File: src/rtl/serial_subtractor_if.sv
// Operand/result bundle for serial_subtractor; master drives start and operands,
// slave (the subtractor) returns status and registered results.
interface serial_subtractor_if #(
  parameter int unsigned NUM_BITS = 8
);
  logic                start;
  logic [NUM_BITS-1:0] minuend;
  logic [NUM_BITS-1:0] subtrahend;
  logic                busy;
  logic                done;
  logic [NUM_BITS-1:0] difference;
  logic                borrow_out;
  logic                overflow;

  modport master (
    output start, minuend, subtrahend,
    input  busy, done, difference, borrow_out, overflow
  );

  modport slave (
    input  start, minuend, subtrahend,
    output busy, done, difference, borrow_out, overflow
  );
endinterface

File: src/rtl/serial_subtractor.sv
// Bit-serial minuend - subtrahend, LSB first, one registered borrow stage.
// Define SERIAL_SUB_OVERFLOW_EN to build the signed overflow flag; otherwise it is tied to 0.
module serial_subtractor #(
  parameter int unsigned NUM_BITS = 8
) (
  input  logic               clk,
  input  logic               n_rst,
  serial_subtractor_if.slave bus
);
  localparam int unsigned CW = $clog2(NUM_BITS);

  typedef enum logic [1:0] {IDLE, SHIFT, DONE} state_t;

  state_t              state, state_next;
  logic [NUM_BITS-1:0] a_sr, b_sr, r_sr, diff_q;
  logic [CW-1:0]       count;
  logic                borrow, borrow_q;
  logic                a_i, b_i, d, borrow_next, last;
  logic                busy, done;

  assign a_i         = a_sr[0];
  assign b_i         = b_sr[0];
  assign d           = a_i ^ b_i ^ borrow;
  assign borrow_next = (~a_i & b_i) | (~(a_i ^ b_i) & borrow);
  assign last        = (count == CW'(NUM_BITS - 1));

  always_ff @(posedge clk) begin
    if (!n_rst) state <= IDLE;
    else        state <= state_next;
  end

  always_comb begin
    state_next = state;
    busy       = 1'b0;
    done       = 1'b0;
    unique case (state)
      IDLE:  if (bus.start) state_next = SHIFT;
      SHIFT: begin
        busy = 1'b1;
        if (last) state_next = DONE;
      end
      DONE: begin
        busy       = 1'b1;
        done       = 1'b1;
        state_next = IDLE;
      end
      default: state_next = IDLE;
    endcase
  end

  always_ff @(posedge clk) begin
    if (!n_rst) begin
      a_sr     <= '0;
      b_sr     <= '0;
      r_sr     <= '0;
      diff_q   <= '0;
      count    <= '0;
      borrow   <= 1'b0;
      borrow_q <= 1'b0;
    end else begin
      unique case (state)
        IDLE: if (bus.start) begin
          a_sr   <= bus.minuend;
          b_sr   <= bus.subtrahend;
          r_sr   <= '0;
          borrow <= 1'b0;
          count  <= '0;
        end
        SHIFT: begin
          a_sr   <= a_sr >> 1;
          b_sr   <= b_sr >> 1;
          r_sr   <= {d, r_sr[NUM_BITS-1:1]};
          borrow <= borrow_next;
          count  <= count + CW'(1);
          // Last bit: take the final difference bit directly, r_sr is one shift behind.
          if (last) begin
            diff_q   <= {d, r_sr[NUM_BITS-1:1]};
            borrow_q <= borrow_next;
          end
        end
        default: ;
      endcase
    end
  end

`ifdef SERIAL_SUB_OVERFLOW_EN
  logic ovf_q;

  // On the last bit a_i/b_i are the operand MSBs and d is the result MSB.
  always_ff @(posedge clk) begin
    if (!n_rst)                    ovf_q <= 1'b0;
    else if (state == SHIFT && last) ovf_q <= (a_i != b_i) & (d != a_i);
  end

  assign bus.overflow = ovf_q;
`else
  assign bus.overflow = 1'b0;
`endif

  assign bus.busy       = busy;
  assign bus.done       = done;
  assign bus.difference = diff_q;
  assign bus.borrow_out = borrow_q;
endmodule

File: src/flat_wrapper.sv
// flat-port wrapper written by rule: the top's interface ports become plain ports
module serial_subtractor_flat 
#(
  parameter int unsigned NUM_BITS = 8
)
  (clk, n_rst, bus_start, bus_minuend, bus_subtrahend, bus_busy, bus_done, bus_difference, bus_borrow_out, bus_overflow);
  serial_subtractor_if #(.NUM_BITS(NUM_BITS)) bus_i ();
  input  logic clk;
  input  logic n_rst;
  input wire logic [$bits(bus_i.start)-1:0] bus_start;
  input wire logic [$bits(bus_i.minuend)-1:0] bus_minuend;
  input wire logic [$bits(bus_i.subtrahend)-1:0] bus_subtrahend;
  output wire logic [$bits(bus_i.busy)-1:0] bus_busy;
  output wire logic [$bits(bus_i.done)-1:0] bus_done;
  output wire logic [$bits(bus_i.difference)-1:0] bus_difference;
  output wire logic [$bits(bus_i.borrow_out)-1:0] bus_borrow_out;
  output wire logic [$bits(bus_i.overflow)-1:0] bus_overflow;
  assign bus_i.start = bus_start;
  assign bus_i.minuend = bus_minuend;
  assign bus_i.subtrahend = bus_subtrahend;
  assign bus_busy = bus_i.busy;
  assign bus_done = bus_i.done;
  assign bus_difference = bus_i.difference;
  assign bus_borrow_out = bus_i.borrow_out;
  assign bus_overflow = bus_i.overflow;
  serial_subtractor #(.NUM_BITS(NUM_BITS)) u_core (.clk(clk), .n_rst(n_rst), .bus(bus_i));
endmodule
File: config.mk
export PLATFORM = sky130hd
export DESIGN_NAME = serial_subtractor_flat
export DESIGN_NICKNAME = d
export VERILOG_FILES = /design/src/rtl/serial_subtractor_if.sv /design/src/rtl/serial_subtractor.sv /design/src/flat_wrapper.sv
export SDC_FILE = /design/constraint.sdc
export NUM_CORES = 1
export LEC_CHECK = 0
export CAP_MARGIN = 20
export CORE_ASPECT_RATIO = 1.5
export CORE_MARGIN = 2
export CORE_UTILIZATION = 30
export DETAILED_ROUTE_END_ITERATION = 16
export MAX_ROUTING_LAYER = met4
export PLACE_DENSITY = 0.6
export SLEW_MARGIN = 20
export SYNTH_ARGS = -nofsm -noshare
export SYNTH_HDL_FRONTEND = slang
export SYNTH_SLANG_ARGS = --single-unit
File: constraint.sdc
create_clock -name clk -period 2.05 [get_ports clk]
set_clock_uncertainty 0.2 [all_clocks]
set_input_delay 0.3075 -clock clk [delete_from_list [all_inputs] [get_ports clk]]
set_output_delay 0.3075 -clock clk [all_outputs]
set_load 0.03 [all_outputs]
==> run metrics <==
Tmin final=1.893 ns; vias in the first global route=1260; WL/cell=11.74 um; Num CTS Buffers=5; Slew Viols, Final=0; Root Driver=clkbuf_8; maximum fanout along the worst path=3; largest family of logic cells by synthesized area=compound AO/OA/AOI/OAI gates; Vias/cell=4.729; static leakage=0.9620 nW; Pwr Total=1.833 mW; fin crit share=0.9233; CTS Sinks=38; drt total wl=3.206 mm; crit-path cells=inv_1 > ha_1 > dlygate4sd2_1; final antenna-violating net count=0; num rows=33; # resized after CTS=1; max-cap viol count=0; DP HPWL=2.174 mm; Compound-Gate Fraction of Synth Area=0.1963; nets=227; Post-Synth Simple-Gate Area=0.1480; critical path launch point type=flop; mux cell area share after synthesis=0.09670; Netlist cell types=24; TNS Setup=0 ns; endpoints failing hold=0; Post-Synth Adder-Cell Area=0.04835; #FFs+latches synth=38; CTS Hold Buffers Added=0; PD cells=837.2 mW/mm^2; FF+latch area=760.7 um^2; Hold Slack=0.2617 ns; I/O pin total=31; GPL Wtd Cong=0.6940; final instance area=0.002190 mm^2; Post-Synth XOR/XNOR Area=0; critical path class=flop to output port; Core Footprint=0.005492 mm^2; maximum clock rate=528.3 MHz; Post-CTS Setup Inserts=0; CP top delay family=buffers and inverters; Finished Core Util=0.3987; Layout fillers=580; clock slew at reported path FFs=0.07 ns; Mapped Cells=175; largest net degree at the start of global routing=39; layout cells sized above 1=0.07389; Die Area=0.006325 mm^2; met3 routed WL=132 um; GRT Overall Usage=0.1163; worst r2r src=u_core.state[1]; count of input and output buffers=29; routed vias=1291; Worst setup startpoint=u_core.state[1]; worst hold start=u_core.bus.difference[2]; first-pass GRT wire length=5.568 mm; setup violators final=0; mapped cell area=0.001708 mm^2; Die W=65.61 um; DIE HEIGHT=96.41 um; DR top layer=met4; syn nets=200; Initial Util=0.3110; drt first pass iters=4; RSZ-0062 raised after global routing=no; number of diodes=0; dpl cell area=0.002046 mm^2; met2 routed WL=1.630 mm; largest buffer count on any clock path=2; Crit-path slowest cell=dlygate4sd2_1; H-tree Lvls=2; Syn Area/Cell=9.759 um^2; status=finished, final reports clean; DR DRC count=0; Worst Hold Class=flop to flop; Crit path largest cell delay=0.39 ns; Synthesis Warnings=0; Critical path buffers and inverters=2; peak supply drop=0.0003416 V; CTS tree=built; multi-input logic area=839.6 um^2; Crit path arrival time=1.39 ns; area delta synth->final=28.21%; GR Overflow Total=0; Clk Latency, worst-skew pair=0.29 ns; CP endpoint kind=output port; violation count after the first detailed-routing iteration=64; Critical Path RT=1.54 ns; initial antenna violation count=0; DRT met1 WL=1.383 mm; post-synthesis sequential area ratio=0.4454
[cells in the mapped netlist (all sizes together)]
cell type,number,area [um^2]
dfxtp,38,760.7
nand2,36,135.1
mux2i,15,150.1
o211a,15,150.1
a21boi,11,82.58
nor2b,11,68.82
a32oi,10,87.58
buf,9,62.55
clkbuf,6,22.52
inv,6,22.52
ha,5,62.56
nand3b,3,22.52
a21oi,2,10.01
and2,1,6.260
and3,1,6.260
conb,1,3.750
fa,1,20.02
mux2,1,15.01
nand2b,1,6.260
nor3b,1,7.510
o21ai,1,5.000
[final cells by class]
| cell class | instances | area share |
|---|---|---|
| well taps | 70 | 0.04000 |
| clock inverters | 2 | 0.02743 |
| clock buffers | 6 | 0.03771 |
| inverters | 6 | 0.01029 |
| flip-flops and latches | 38 | 0.3474 |
| repair buffers | 35 | 0.1537 |
| multi-input cells | 116 | 0.3834 |
[layer usage]
metal,vias to the layer above,track usage
li1,657,-
met1,603,0.1272
met2,25,0.1990
met3,6,0.03244
met4,0,0.04688
met5,-,-
[cell families (layout without fill, tap and decap cells)]
| group | Yosys count | in the layout |
|---|---|---|
| AND/OR/NAND/NOR | 54 | 54 |
| AO/OA/AOI/OAI | 39 | 39 |
| flip-flops | 38 | 38 |
| buffers and inverters | 21 | 49 |
| multiplexers | 16 | 16 |
| adder cells (fa/ha/maj) | 6 | 6 |
| other | 1 | 1 |
[where the power goes]
| part | internal (mW) | switching, mW | total (mW) |
|---|---|---|---|
| logic | 0.128 | 0.128 | 0.256 |
| clock network | 0.519 | 0.258 | 0.777 |
| registers | 0.779 | 0.0205 | 0.799 |
[metrics by stage]
stage               std cells  setup WS (ns)
floorplan                 175         0.3502
global placement          265         0.1990
detailed placement        265         0.1923
CTS                       273        0.02364
global route              273        0.06187
finish                    273         0.1573
[worst paths after layout]
path         depth (start not counted)  slack [ns]                       end
max reg2reg                          5        0.21            u_core.b_sr[0]
min reg2reg                          2        0.26  u_core.bus.difference[2]
max                                  3        0.16                  bus_busy
min                                  2        0.26  u_core.bus.difference[2]
[worst min-delay path: stages, from the launching register on]
cell and delay [ns]:
dfxtp_1 0.31, nand2_1 0.04, a21boi_0 0.06
[cell usage in the layout, fill, tap and decap left out, types with 2 or more instances in the layout]
cell type,n
dfxtp_1,38
nand2_1,36
clkdlybuf4s50_1,27
mux2i_1,15
o211a_1,15
nor2b_1,11
a32oi_1,10
a21boi_0,8
inv_1,6
clkbuf_8,6
buf_4,6
ha_1,5
nand3b_1,3
a21boi_1,3
a21oi_1,2
bufinv_16,2
[state kept, by name, summed over array words and instances, names as in the netlist]
register and cells:
u_core.bus.borrow_out 1, u_core.r_sr 7, u_core.borrow 1, u_core.count 3, u_core.a_sr 8, u_core.state 2
u_core.b_sr 8, u_core.bus.difference 8
Note: power is estimated with default switching activity, not from simulation.
